$ cat src/rtl/cla_mp_sequencer.sv
// Multi-precision add/subtract sequencer: a WORDS*32-bit A+B or A-B is computed
// one 32-bit slice per cycle, least significant first, on a single 32-bit CLA,
// with the inter-slice carry kept in a register.
// Optional feature macro: CLA_SEQ_SAT_EN (signed saturation of the final result).

module cla_32 (
  input  logic [31:0] a,
  input  logic [31:0] b,
  input  logic        c_in,
  output logic [31:0] s,
  output logic        c_out,
  output logic        overflow
);
  logic [31:0] g;
  logic [31:0] p;
  logic [32:0] c;

  // 4-bit lookahead groups; the group carry-out ripples into the next group
  always_comb begin
    g    = a & b;
    p    = a ^ b;
    c    = '0;
    c[0] = c_in;
    for (int k = 0; k < 32; k += 4) begin
      c[k+1] = g[k] | (p[k] & c[k]);
      c[k+2] = g[k+1] | (p[k+1] & g[k]) | (p[k+1] & p[k] & c[k]);
      c[k+3] = g[k+2] | (p[k+2] & g[k+1]) | (p[k+2] & p[k+1] & g[k])
             | (p[k+2] & p[k+1] & p[k] & c[k]);
      c[k+4] = g[k+3] | (p[k+3] & g[k+2]) | (p[k+3] & p[k+2] & g[k+1])
             | (p[k+3] & p[k+2] & p[k+1] & g[k]) | ((&p[k +: 4]) & c[k]);
    end
    s        = p ^ c[31:0];
    c_out    = c[32];
    overflow = c[32] ^ c[31];
  end
endmodule

module cla_mp_sequencer #(
  parameter int unsigned WORDS = 4
) (
  input  logic                  clk,
  input  logic                  rst_n,
  input  logic                  in_valid,
  output logic                  in_ready,
  input  logic [32*WORDS-1:0]   op_a,
  input  logic [32*WORDS-1:0]   op_b,
  input  logic                  op_sub,
  output logic                  out_valid,
  input  logic                  out_ready,
  output logic [32*WORDS-1:0]   result,
  output logic                  carry_out,
  output logic                  overflow
);
  localparam int unsigned W     = 32 * WORDS;
  localparam int unsigned IDX_W = $clog2(WORDS);
  localparam logic [IDX_W-1:0] IDX_LAST = IDX_W'(WORDS - 1);

  typedef enum logic [1:0] {IDLE, RUN, DONE} state_t;

  state_t           state_q;
  state_t           state_d;
  logic [W-1:0]     a_q;
  logic [W-1:0]     b_q;
  logic             sub_q;
  logic [IDX_W-1:0] idx_q;
  logic             carry_q;
  logic [31:0]      slice_a;
  logic [31:0]      slice_b;
  logic [31:0]      slice_s;
  logic             slice_c;
  logic             slice_ovf;
  logic             accept;
  logic             last;

  assign accept = in_valid & in_ready;
  assign last   = (state_q == RUN) && (idx_q == IDX_LAST);

  // Current slice operands; B is inverted for subtract, +1 comes from carry_q
  always_comb begin
    slice_a = a_q[{idx_q, 5'd0} +: 32];
    slice_b = b_q[{idx_q, 5'd0} +: 32] ^ {32{sub_q}};
  end

  cla_32 u_cla (
    .a        (slice_a),
    .b        (slice_b),
    .c_in     (carry_q),
    .s        (slice_s),
    .c_out    (slice_c),
    .overflow (slice_ovf)
  );

  // Next-state logic
  always_comb begin
    state_d = state_q;
    case (state_q)
      IDLE:    if (accept) state_d = RUN;
      RUN:     if (last) state_d = DONE;
      DONE:    if (out_ready) state_d = IDLE;
      default: state_d = IDLE;
    endcase
  end

  // State register with registered handshake outputs decoded from next state
  always_ff @(posedge clk or negedge rst_n) begin
    if (!rst_n) begin
      state_q   <= IDLE;
      in_ready  <= 1'b1;
      out_valid <= 1'b0;
    end else begin
      state_q   <= state_d;
      in_ready  <= (state_d == IDLE);
      out_valid <= (state_d == DONE);
    end
  end

  // Operand capture, per-slice result write and carry chaining
  always_ff @(posedge clk or negedge rst_n) begin
    if (!rst_n) begin
      a_q       <= '0;
      b_q       <= '0;
      sub_q     <= 1'b0;
      idx_q     <= '0;
      carry_q   <= 1'b0;
      result    <= '0;
      carry_out <= 1'b0;
      overflow  <= 1'b0;
    end else begin
      case (state_q)
        IDLE: begin
          if (accept) begin
            a_q     <= op_a;
            b_q     <= op_b;
            sub_q   <= op_sub;
            idx_q   <= '0;
            carry_q <= op_sub;
          end
        end
        RUN: begin
          result[{idx_q, 5'd0} +: 32] <= slice_s;
          carry_q <= slice_c;
          if (last) begin
            carry_out <= slice_c;
            overflow  <= slice_ovf;
`ifdef CLA_SEQ_SAT_EN
            // Clamp toward the sign of A when the full-width result overflowed
            if (slice_ovf) result <= {a_q[W-1], {(W-1){~a_q[W-1]}}};
`endif
          end else begin
            idx_q <= idx_q + 1'b1;
          end
        end
        default: ;
      endcase
    end
  end
endmodule

$ cat config.mk
export PLATFORM = sky130hd
export DESIGN_NAME = cla_mp_sequencer
export DESIGN_NICKNAME = d
export VERILOG_FILES = /design/src/rtl/cla_mp_sequencer.sv
export SDC_FILE = /design/constraint.sdc
export NUM_CORES = 1
export LEC_CHECK = 0
export CAP_MARGIN = 40
export CORE_MARGIN = 2
export CORE_UTILIZATION = 51
export CTS_CLUSTER_DIAMETER = 50
export DETAILED_ROUTE_END_ITERATION = 8
export PLACE_DENSITY = 0.76
export RECOVER_POWER = 50
export SETUP_SLACK_MARGIN = 0.4
export SYNTH_ARGS = -nofsm -noshare
export SYNTH_HDL_FRONTEND = slang
export SYNTH_HIERARCHICAL = 1
export SYNTH_SLANG_ARGS = --single-unit
$ cat constraint.sdc
create_clock -name clk -period 12.4 [get_ports clk]
set_input_delay 1.86 -clock clk [delete_from_list [all_inputs] [get_ports clk]]
set_output_delay 1.86 -clock clk [all_outputs]
set_load 0.02 [all_outputs]
==> Yosys cells after proc, flatten, opt, wreduce, memory -nomap -nowiden <==
Cells that the tools add are included.
{ "classes": {"n_mul": 0, "n_shift": 4, "order_cmp": 0, "n_addsub": 2, "bitwise_logic": 206, "eq_ne": 6, "n_div": 0, "muxes": 10, "reduce_logical": 16} }
{ "op_table": {"columns": ["operator", "n"], "rows": [
  ["128-bit by 8-bit variable part select with 32-bit output", 2],
  ["128-bit bitwise mux", 1],
  ["32-bit by 9-bit variable shift with 128-bit output, first input constant", 1],
  ["32-bit by 9-bit variable part select with 128-bit output", 1],
  ["1-bit bitwise AND", 121],
  ["32-bit XOR", 3],
  ["1-bit bitwise OR", 80],
  ["32-bit bitwise AND", 1],
  ["4-bit AND reduction", 8],
  ["2-bit 2-to-1 mux", 5],
  ["7-bit negation with 9-bit output", 1],
  ["2-bit == test, second input constant", 3],
  ["2-bit one-hot mux with 3 select lines", 1],
  ["2-bit AND reduction", 3],
  ["2-bit logical NOT", 2],
  ["2-bit inequality test, second input constant", 2],
  ["2-bit one-hot mux with 2 select lines", 1],
  ["3-bit AND reduction", 1],
  ["2-bit by 1-bit adder with 2-bit output, second input constant", 1],
  ["2-bit by 1-bit == test with 1-bit output, second input constant", 1],
  ["1-bit one-hot mux with 2 select lines", 1],
  ["2-bit nonzero test", 1],
  ["1-bit logical AND", 1],
  ["1-bit 2-to-1 mux", 1],
  ["1-bit XOR", 1]
]} }
{ "totals": {"reg_bits": 394, "rom_bits": 0, "mem_bits_rw": 0, "wordCells": 255, "latchBits": 0, "out_inout_bits": 132, "input_bits": 261, "n_memories": 0} }

==> Depth between registers and ports, before layout <==
Gate-level depths: netlist (run 1).
{ "logic_depth": {"word_depth": 25, "ltp_mapped": 16, "mapped_depth_nobuf": 14} }

==> By module <==
Netlist (run 1), hierarchy kept.
{ "modules_own_cells": {"columns": ["module", "area_each_um2", "seq_area_each_um2", "instances", "cells_each"], "rows": [
  ["cla_mp_sequencer", 16457.0, 9860.7, 1, 992],
  ["cla_32", 1393.8, 0.0, 1, 171]
]} }

==> Worst setup path before layout (run 1) <==
No wires, ideal clock.
{ "synth_path": {"path_type": "reg-to-reg", "startpoint": "register idx_q[0]", "endpoint": "register result[125]", "slack_ns": 8.200, "path_buffers": 3, "setup_time_ns": 0.121, "path_stages_with_launch": 17, "arrival_ns": 4.079, "t_required_ns": 12.279, "period_less_slack_ns": 4.200, "path_cell_list": "dfrtp_1 buf_2 buf_4 buf_4 mux4_2 ha_1 a21oi_1 nand2_1 a221o_1 o32ai_2 a21oi_2 a31o_4 a21oi_2 o21bai_1 fa_1 xor2_1 a22o_1"} }
{ "synth_via": {"elab_cells_between_ends": 207, "classes_between": "add/sub (1); shift (4); mux (1); bitwise (194); reduce/logical (7)"} }
{ "synth_lines": {"columns": ["item", "line_no", "rtl"], "rows": [
  ["start, declared", "65", "logic [IDX_W-1:0] idx_q;"],
  ["start signal, assigned", "150", "idx_q <= idx_q + 1'b1;"],
  ["128-bit by 8-bit variable part select with 32-bit output (*)", "80", "slice_a = a_q[{idx_q, 5'd0} +: 32];"],
  ["named net slice_a[18]", "67", "logic [31:0] slice_a;"],
  ["32-bit bitwise AND or 32-bit XOR (tied branches)", "20, 21", null],
  ["1-bit bitwise AND (on tied branches)", "29, 30", null],
  ["1-bit bitwise OR (tied with other cells)", "29", "c[k+4] = g[k+3] | (p[k+3] & g[k+2]) | (p[k+3] & p[k+2] & g[k+1])"],
  ["1-bit bitwise OR or 1-bit bitwise AND (tied branches)", "29, 30", null],
  ["1-bit bitwise OR", "30", "| (p[k+3] & p[k+2] & p[k+1] & g[k]) | ((&p[k +: 4]) & c[k]);"],
  ["1-bit bitwise OR (*)", "30", null],
  ["[... 2 more ...]", null, null],
  ["1-bit bitwise AND (*)", "30", null],
  ["1-bit bitwise OR (*)", "30", null],
  ["1-bit bitwise AND (*)", "25", "c[k+1] = g[k] | (p[k] & c[k]);"],
  ["1-bit bitwise OR (*)", "25", null],
  ["32-bit XOR (*)", "32", "s = p ^ c[31:0];"],
  ["named net slice_s[29]", "69", "logic [31:0] slice_s;"],
  ["32-bit by 9-bit variable part select with 128-bit output (*)", "140", "result[{idx_q, 5'd0} +: 32] <= slice_s;"],
  ["128-bit bitwise mux (*)", "140", null],
  ["end signal, assigned by index", "140", null],
  ["end, declared", "50", "output logic [32*WORDS-1:0] result,"]
]} }
Mark *: on every way through the listed nets, which the timed path passes. The rest lies on a longest branch.
A chain may end at the register's enable or synchronous reset.

==> Worst setup path after layout (run 1) <==
{ "layout_path": {"startpoint": "register idx_q[1]", "endpoint": "register result[29]"} }
{ "layout_via": {"elab_cells_between_ends": 207, "classes_between": "add/sub (1); shift (4); mux (1); bitwise (194); reduce/logical (7)"} }
{ "layout_lines": {"columns": ["item", "line_no", "rtl"], "rows": [
  ["128-bit by 8-bit variable part select with 32-bit output (*)", "81", "slice_b = b_q[{idx_q, 5'd0} +: 32] ^ {32{sub_q}};"],
  ["32-bit XOR (*)", "81", null],
  ["named net slice_b[16]", "68", "logic [31:0] slice_b;"],
  ["32-bit XOR or 32-bit bitwise AND (tied branches)", "21, 20", null],
  ["4-bit AND reduction or 1-bit bitwise AND (tied branches)", "30", null],
  ["1-bit bitwise AND or 1-bit bitwise OR (tied branches)", "30", null],
  ["1-bit bitwise OR (*)", "30", null],
  ["1-bit bitwise AND (*)", "30", null],
  ["1-bit bitwise OR (*)", "30", null],
  ["1-bit bitwise AND (*)", "30", null],
  ["1-bit bitwise OR (*)", "30", null],
  ["1-bit bitwise AND (*)", "25", null],
  ["1-bit bitwise OR (*)", "25", null],
  ["32-bit XOR (*)", "32", null],
  ["named net slice_s[29]", "69", null],
  ["32-bit by 9-bit variable part select with 128-bit output (*)", "140", null],
  ["128-bit bitwise mux (*)", "140", null]
]} }
Marked as above.

==> impl_metrics.json, run 1 <==
{
  "synth_compound_area_share_pct": 8.85,
  "slowest_delay_ns": 1.73,
  "syn_to_final_growth_pct": 31.3,
  "yosysWarnings": 6,
  "period_share_pct": 55.2,
  "ctsResizeCount": 0,
  "row_count": 68,
  "via_per_inst": 5.71,
  "synth_area_per_cell_um2": 15.3,
  "ys_seq_area_share_pct": 55.2,
  "syn_area_mm2": 0.0179,
  "post-place-ws_ns": 6.89,
  "grt_max_degree": 187,
  "yosys.area_share.xor_xnor_pct": 2.65,
  "fmax_mhz": 146,
  "setup_viol": 0,
  "yosys.area_share.simple_pct": 2.09,
  "clock_sinks": 394,
  "critPathArrivalTime_ns": 7.32,
  "fin_crit_ns": 6.85,
  "dp_hpwl_mm": 33.2,
  "fin_ws_ns": 5.55,
  "gp_congestion": 0.813,
  "ys_top_cells_by_count": "dfrtp_1, mux2_1, a22o_1",
  "avgRoutedWirePerCell_um": 22.8,
  "core_area_mm2": 0.0345,
  "cts_post_setup_buffers_inserted": 0,
  "slowest_stage": "clkbuf_1",
  "synth_edf_count": 0,
  "maxCapViolations": 4,
  "antenna_found_initial": 12,
  "violations": "max-capacitance violations, max-slew violations",
  "cts_inserted_buffers": 43,
  "ys_types": 52,
  "synth.most_common_cell": "dfrtp_1",
  "grt_setup_unrepaired": "false",
  "cts_tree": "built",
  "hold_class": "reg -> reg",
  "clockBufferDepth": 3,
  "cp-start-kind": "flop",
  "yosys.area.top_type": "dfrtp_1",
  "cts.clk_slew.worst_paths_ns": 0.06,
  "clock_skew_ns": 0.0166,
  "detailed_place.area_mm2": 0.0220,
  "portBuffers": 392,
  "crit_family": "buffers and inverters",
  "cp_num_buf_inv": 2,
  "worstPathCellList": "clkbuf_1, mux4_2, xor2_1, ha_1, nand4_1, inv_1, a221o_1, o32ai_2, a21oi_2, a31o_4, a21oi_2, o21bai_1, fa_1, xor2_1, a22o_1",
  "endpoint_kind": "flop",
  "fp.dieW_um": 191,
  "fin_setup_tns_ns": 0,
  "die-area_mm2": 0.0365,
  "drv_slew": 149,
  "synth_area_leaders": "dfrtp_1, mux2_1, mux4_2, a22o_1, ha_1",
  "path_class": "reg -> reg",
  "dr.pass1.iters": 6,
  "drc": 0,
  "stdcell_area_mm2": 0.0234,
  "synth.net_count": 1469,
  "grt_pass1_wl_mm": 71.2,
  "via_count": 11600,
  "netlist_instances": 1163,
  "track_usage_pct": 25.8,
  "grt_pass1_vias": 12100,
  "ctsHoldBuffers": 0,
  "grt_overflow": 0,
  "synth-seq-cells": 394,
  "initial_core_util_pct": 51.7,
  "io-pin-count": 393,
  "drive_gt1_share_pct": 12.4,
  "die_y_um": 191,
  "synth_top_family_by_area": "multiplexers",
  "root_buffer": "clkbuf_16",
  "ant_nets": 0,
  "final_net_count": 1851,
  "hold_viol_final": 0,
  "drt_iter0_drc": 790,
  "ys_async_sr_fraction_pct": 100,
  "routed_wl_mm": 46.4,
  "h-tree-depth": 2,
  "worstPathRequired_ns": 12.87,
  "clk_latency_ns": 0.54,
  "synth_top_area_share_pct": 55.1,
  "synth_mux_area_share_pct": 24.5,
  "worstMarginPinSlew_ns": 2.32,
  "synthAdderAreaFrac_pct": 3.49,
  "slew-limit-headroom_pct": -54.9,
  "status": "complete, but fails checks",
  "ys_dominant_reg_cell": "dfrtp_1",
  "path_max_fanout": 36
}
## layer usage
metal  vias up  track usage (%)  wire (µm)
met5         -                0         12
met4         2             8.96       1180
met3        71             4.26       2710
met2       412             39.6      21600
met1      6019             37.5      21000
li1       5140                -          -
## state kept, by name, indices dropped and copies added (netlist names)
name / cells
overflow: 1
in_ready: 1
carry_out: 1
a_q: 128
result: 128
carry_q: 1
state_q: 2
sub_q: 1
b_q: 128
out_valid: 1
idx_q: 2
## final cells by class
cell class / count / area, µm²
inverters: 14 / 52.6
diodes: 12 / 30.0
clock buffers: 61 / 1270
fillers: 2504 / 11100
repair buffers: 410 / 4100
flip-flops and latches: 394 / 9870
well taps: 455 / 569
clock inverters: 12 / 153
multi-input cells: 682 / 7410
## placed cells by master (no fill, tap or decap), types with 13 or more instances in the layout
cell type	instances
dfrtp_1	391
mux2_2	30
clkbuf_16	45
xnor2_1	13
nor2_1	20
clkdlybuf4s50_1	331
dlygate4sd3_1	60
inv_1	14
mux4_2	64
mux2_1	230
ha_1	37
xor2_1	41
a21oi_1	19
nand2_1	17
a22o_1	128
## cell families (layout without fill, tap and decap cells)
group,Yosys count,count (layout)
DFF,394,394
AOI/OAI and AO/OA,193,193
muxes,324,324
buffers and inverters,87,497
adders and majority gates,45,45
other,0,12
and+or+nand+nor,66,66
xor gates and xnor gates,54,54
## stage by stage
step	std cells	util (%)	hold WS (ns)
floorplan	1163	-	0.452
global placement	1953	63.7	0.461
detailed placement	1955	63.8	0.469
CTS	2028	67.9	0.481
global route	2038	67.9	0.486
finish	2040	67.9	0.478
## final timing paths
kind / startpoint / endpoint / slack [ns] / cells after the start
worst max register to register: idx_q[1]$_DFFE_PN0P_ / result[29]$_DFFE_PN0P_ / 5.55 / 15
min in group asynchronous: rst_n / b_q[89]$_DFFE_PN0P_ / 1.43 / 1
worst min-delay path: b_q[120]$_DFFE_PN0P_ / b_q[120]$_DFFE_PN0P_ / 0.48 / 1
worst min register to register: b_q[120]$_DFFE_PN0P_ / b_q[120]$_DFFE_PN0P_ / 0.48 / 1
worst max-delay path: idx_q[1]$_DFFE_PN0P_ / result[29]$_DFFE_PN0P_ / 5.55 / 15
max in group asynchronous: rst_n / a_q[75]$_DFFE_PN0P_ / 6.88 / 3
Power of run 1 is left out: the tool's default activity adds up to more than one toggle a clock period on the data nets, which glitch-free logic cannot reach.
==> inputs of run 2 (changes only) <==
--- a/config.mk
+++ b/config.mk
@@ -7,10 +7,10 @@
 export LEC_CHECK = 0
 export CAP_MARGIN = 40
 export CORE_MARGIN = 2
-export CORE_UTILIZATION = 51
+export CORE_UTILIZATION = 46
 export CTS_CLUSTER_DIAMETER = 50
 export DETAILED_ROUTE_END_ITERATION = 8
-export PLACE_DENSITY = 0.76
+export PLACE_DENSITY = 0.73
 export RECOVER_POWER = 50
 export SETUP_SLACK_MARGIN = 0.4
 export SYNTH_ARGS = -nofsm -noshare
==> constraint.sdc (replaced) <==
create_clock -name clk -period 5.9 [get_ports clk]
set_input_delay 0.885 -clock clk [delete_from_list [all_inputs] [get_ports clk]]
set_output_delay 0.885 -clock clk [all_outputs]
set_load 0.02 [all_outputs]
==> run 2 against run 1 <==
  * The run still ends with max-capacitance violations, max-slew violations left
  * Global-route usage shrank 2.1 points
  * Core utilization shrank 6.4 points
  * Clock skew shrank 0.0015 ns
  * Wire length grew 2.0%
==> impl_metrics.json, run 2 (synthesized netlist as in run 1, its figures left out) <==
{
  "critPathArrivalTime_ns": 5.42,
  "grt_overflow": 0,
  "reg.largest.list": "a_q: 128 flops, b_q: 128 flops, result: 128 flops",
  "dp_hpwl_mm": 34.2,
  "clock_sinks": 394,
  "maxCapViolations": 5,
  "worstMarginPinSlew_ns": 4.13,
  "routed_wl_mm": 47.4,
  "hold_depth": 1,
  "regArea_mm2": 0.00987,
  "cts_post_setup_buffers_inserted": 0,
  "grt_pass1_vias": 12100,
  "path_class": "in -> reg",
  "clock_skew_ns": 0.0151,
  "status": "complete, but fails checks",
  "via_per_inst": 5.53,
  "die-area_mm2": 0.0404,
  "slew-limit-headroom_pct": -176,
  "drv_slew": 445,
  "avgRoutedWirePerCell_um": 22.4,
  "endpoint_kind": "flop",
  "gp_congestion": 0.781,
  "final_net_count": 1858,
  "violations": "max-capacitance violations, max-slew violations",
  "row_count": 72,
  "cp-start-kind": "input port",
  "layout_common_cells": "dfrtp_1, clkdlybuf4s50_1, mux2_1",
  "die_y_um": 201,
  "dr.pass1.iters": 5,
  "fill_cells": 2972,
  "portBuffers": 392,
  "fin_setup_tns_ns": 0,
  "multi_input_comb_area_mm2": 0.00741,
  "drt_iter0_drc": 566,
  "hold_class": "reg -> reg",
  "clk_latency_ns": 0.57,
  "hp-start": "b_q[113]$_DFFE_PN0P_",
  "grt_setup_unrepaired": "false",
  "fp.dieW_um": 201,
  "antenna_found_initial": 8,
  "clockBufferDepth": 3,
  "r2r_end": "result[125]$_DFFE_PN0P_",
  "initial_core_util_pct": 46.4,
  "cts.clk_slew.worst_paths_ns": 0.06,
  "r2r_slack_ns": 1.08,
  "grt_max_degree": 178,
  "io-pin-count": 393,
  "fmax_mhz": 203,
  "via_count": 11700,
  "ctsResizeCount": 0,
  "ctsHoldBuffers": 0,
  "timing.rr.start": "idx_q[0]$_DFFE_PN0P_",
  "ff2ff_path_depth": 14,
  "setup_viol": 0,
  "ant_nets": 0,
  "h-tree-depth": 2,
  "cts_tree": "built",
  "syn_to_final_growth_pct": 32.5,
  "fin_crit_ns": 4.93,
  "path_max_fanout": 177,
  "hold_viol_final": 0,
  "cts_inserted_buffers": 46,
  "grt_pass1_wl_mm": 73.5,
  "drc": 0,
  "period_share_pct": 83.6,
  "root_buffer": "clkbuf_16",
  "drive_gt1_share_pct": 13.4,
  "track_usage_pct": 23.7,
  "worstPathRequired_ns": 6.38,
  "core_area_mm2": 0.0385,
  "whs_endpoint": "b_q[113]$_DFFE_PN0P_"
}
## run 2: changes by cell type in the layout (fill, tap and decap cells not counted), sizes merged
cell           previous run  this run
bufinv                    3         2
clkbuf                   64        71
clkdlybuf4s50           331       390
clkinv                    4        12
diode                    12         7
dlygate4sd3              60         1
inv                      18        20
## run 2: cell type report
cell class | count | share of cell area, %
Clock inverter | 21 | 0.820
Antenna cell | 7 | 0.0741
Timing Repair Buffer | 414 | 17.3
Multi-Input combinational cell | 682 | 31.3
Sequential cell | 394 | 41.7
Inverter | 14 | 0.222
Tap cell | 518 | 2.74
Clock buffer | 64 | 5.76
## run 2: through the flow
| step | cells | hold slack [ns] | util, % | cell area [µm²] | setup WS [ns] |
|---|---|---|---|---|---|
| 2_1_floorplan | 1163 | 0.452 | - | 17900 | 1.70 |
| 3_3_place_gp | 2020 | 0.462 | 57.5 | 22100 | 1.14 |
| 3_5_place_dp | 2022 | 0.470 | 57.6 | 22200 | 1.02 |
| 4_1_cts | 2107 | 0.376 | 61.7 | 23700 | 1.02 |
| 5_1_grt | 2114 | 0.493 | 61.5 | 23600 | 0.650 |
| 6_report | 2114 | 0.482 | 61.5 | 23600 | 0.966 |
## run 2: per-layer routing
metal | part of all wire [%] | vias to the layer above | routed length, µm | global-route usage (%)
li1 | - | 5148 | - | -
met1 | 46 | 6090 | 21600 | 34.2
met2 | 46 | 376 | 22000 | 36.4
met3 | 5.8 | 64 | 2770 | 4.85
met4 | 2.1 | 2 | 978 | 6.90
met5 | 0.027 | - | 13 | 0
## run 2: worst max path at each step
stage,start,to,depth (start not counted)
after CTS,idx_q[0]$_DFFE_PN0P_,result[29]$_DFFE_PN0P_,14
final,in_valid,b_q[21]$_DFFE_PN0P_,5
after global placement,idx_q[0]$_DFFE_PN0P_,result[61]$_DFFE_PN0P_,14
after detailed placement,idx_q[0]$_DFFE_PN0P_,result[93]$_DFFE_PN0P_,14
after floorplan,idx_q[0]$_DFFE_PN0P_,result[125]$_DFFE_PN0P_,16
after global routing,in_valid,b_q[8]$_DFFE_PN0P_,5
## run 2: worst max-delay path, cell delays in order
cell           delay, ns
dlygate4sd3_1       0.55
nand2_1             0.11
nor3_1              0.18
buf_2               2.79
mux2_2              0.58
Power of run 2 is left out for the same reason.
==> inputs of run 3 (changes only) <==
--- a/config.mk
+++ b/config.mk
@@ -7,10 +7,10 @@
 export LEC_CHECK = 0
 export CAP_MARGIN = 40
 export CORE_MARGIN = 2
-export CORE_UTILIZATION = 46
+export CORE_UTILIZATION = 51
 export CTS_CLUSTER_DIAMETER = 50
 export DETAILED_ROUTE_END_ITERATION = 8
-export PLACE_DENSITY = 0.73
+export PLACE_DENSITY = 0.76
 export RECOVER_POWER = 50
 export SETUP_SLACK_MARGIN = 0.4
 export SYNTH_ARGS = -nofsm -noshare
==> constraint.sdc (replaced) <==
create_clock -name clk -period 4.6 [get_ports clk]
set_input_delay 0.69 -clock clk [delete_from_list [all_inputs] [get_ports clk]]
set_output_delay 0.69 -clock clk [all_outputs]
set_load 0.02 [all_outputs]
==> run 3 against run 2 <==
  * The flow still finishes with violations (max-capacitance violations, max-slew violations)
  * Die area fell by 9.6%
  * Via count rose by 1.3%
  * Clock skew grew 0.0059 ns
  * Non-clock buffer count is 37 higher
  * Cell count down 1.7%
  * Wire length fell by 0.18%
  * Register-to-register slack got worse by 0.70 ns
  * Worst setup slack got worse by 0.59 ns
  * Clock-buffer cell count fell by 5
  * Critical path depth increased by 11
  * Flip-flop and latch count unchanged
  * Critical endpoint is now result[61]$_DFFE_PN0P_
  * Largest cell class unchanged
==> impl_metrics.json, run 3 (synthesized netlist as in run 1, its figures left out) <==
{
  "regArea_mm2": 0.00987,
  "clk_latency_ns": 0.55,
  "worstMarginPinSlew_ns": 2.89,
  "endpoint_kind": "flop",
  "grt_setup_unrepaired": "true",
  "cts_tree": "built",
  "io-pin-count": 393,
  "clockBufferDepth": 3,
  "r2r_end": "result[61]$_DFFE_PN0P_",
  "track_usage_pct": 25.9,
  "cts_inserted_buffers": 43,
  "initial_core_util_pct": 51.7,
  "drive_gt1_share_pct": 15.4,
  "fill_cells": 2428,
  "dp_hpwl_mm": 34.5,
  "final_net_count": 1892,
  "cts.clk_slew.worst_paths_ns": 0.06,
  "root_buffer": "clkbuf_16",
  "fin_setup_tns_ns": 0,
  "multi_input_comb_area_mm2": 0.00753,
  "setup_viol": 0,
  "syn_to_final_growth_pct": 33.9,
  "drt_iter0_drc": 631,
  "r2r_slack_ns": 0.38,
  "grt_overflow": 0,
  "cp-start-kind": "flop",
  "via_per_inst": 5.70,
  "portBuffers": 392,
  "drc": 0,
  "routed_wl_mm": 47.3,
  "hold_viol_final": 0,
  "fin_hold_ws_ns": 0.479,
  "fmax_mhz": 237,
  "slew-limit-headroom_pct": -92.6,
  "ff2ff_path_depth": 16,
  "fin_crit_ns": 4.22,
  "worstPathRequired_ns": 5.03,
  "die-area_mm2": 0.0365,
  "antenna_found_initial": 10,
  "gp_congestion": 0.850,
  "post-place-ws_ns": 0.183,
  "dr.pass1.iters": 5,
  "clock_skew_ns": 0.0210,
  "reg.largest.list": "a_q: 128 flops, b_q: 128 flops, result: 128 flops",
  "grt_pass1_wl_mm": 72.0,
  "final_util_pct": 69.2,
  "h-tree-depth": 2,
  "clock_sinks": 394,
  "critPathArrivalTime_ns": 4.65,
  "grt_pass1_vias": 12300,
  "via_count": 11800,
  "period_share_pct": 91.7,
  "fp.dieW_um": 191,
  "hold_class": "reg -> reg",
  "ant_nets": 0,
  "status": "complete, but fails checks",
  "row_count": 68,
  "avgRoutedWirePerCell_um": 22.7,
  "whs_endpoint": "a_q[122]$_DFFE_PN0P_",
  "drv_slew": 191,
  "path_max_fanout": 7,
  "path_class": "reg -> reg",
  "violations": "max-capacitance violations, max-slew violations",
  "hold_depth": 1,
  "fin_ws_ns": 0.380,
  "ctsHoldBuffers": 0,
  "grt_max_degree": 115,
  "hp-start": "a_q[122]$_DFFE_PN0P_",
  "die_y_um": 191,
  "core_area_mm2": 0.0345,
  "layout_common_cells": "dfrtp_1, clkdlybuf4s50_1, mux2_1",
  "maxCapViolations": 3,
  "timing.rr.start": "idx_q[0]$_DFFE_PN0P_"
}
## run 3: cell types whose count changed in the layout (fill, tap and decap cells not counted), sizes merged
cell      change
buf          +37
bufinv        +1
clkbuf        -5
clkinv        -7
clkinvlp      -1
diode         +2
## run 3: how the worst max path moves through the flow
stage | cells past startpoint | startpoint | endpoint | slack, ns
after global placement | 14 | idx_q[0]$_DFFE_PN0P_ | result[61]$_DFFE_PN0P_ | 0.29
after detailed placement | 14 | idx_q[0]$_DFFE_PN0P_ | result[125]$_DFFE_PN0P_ | 0.18
final | 16 | idx_q[0]$_DFFE_PN0P_ | result[61]$_DFFE_PN0P_ | 0.38
after global routing | 2 | rst_n | state_q[0]$_DFF_PN0_ | 0.14
after CTS | 16 | idx_q[0]$_DFFE_PN0P_ | result[61]$_DFFE_PN0P_ | 0.34
after floorplan | 16 | idx_q[0]$_DFFE_PN0P_ | result[125]$_DFFE_PN0P_ | 0.40
## run 3: repair_timing
action	4_1_cts	5_1_grt
endpoints found under the setup margin	16	36
gates resized for setup	11	11
pin swaps	11	17
buffers inserted	6	20
## run 3: critical path, cell delays in order, from the launching register on
cell and delay (ns):
dfrtp_4 0.53, buf_12 0.15, buf_12 0.13, mux4_2 0.43, xor2_1 0.16, ha_1 0.38
a21oi_1 0.16, nand2_1 0.08, a221o_1 0.41, o32ai_4 0.32, a21oi_4 0.08, a31o_4 0.24
a21oi_4 0.19, o21bai_4 0.08, fa_2 0.36, xor2_2 0.17, a22o_1 0.21
## run 3: layer usage
layer  part of all wire (%)  vias to the layer above  routed length (µm)  GRT usage (%)
met2                     46                      426               21800           39.6
met3                    5.7                       79                2700           3.40
met1                     46                     6120               21500           38.7
met4                    2.6                        2                1250           8.70
li1                       -                     5208                   -              -
met5                  0.021                        -                  10              0
## run 3: cell type report
| cell class | count | area share [%] |
|---|---|---|
| Sequential cell | 394 | 41.3 |
| Multi-Input combinational cell | 682 | 31.5 |
| Timing Repair Buffer | 451 | 18.8 |
| Clock buffer | 59 | 5.00 |
| Tap cell | 455 | 2.38 |
| Clock inverter | 14 | 0.754 |
| Inverter | 14 | 0.220 |
| Antenna cell | 9 | 0.0942 |
## run 3: through the flow
stage | instances | cell area, µm²
3_5_place_dp | 1970 | 22200
5_1_grt | 2077 | 23900
2_1_floorplan | 1163 | 17900
4_1_cts | 2049 | 23700
3_3_place_gp | 1969 | 22200
6_report | 2078 | 23900
Power of run 3 is left out for the same reason.
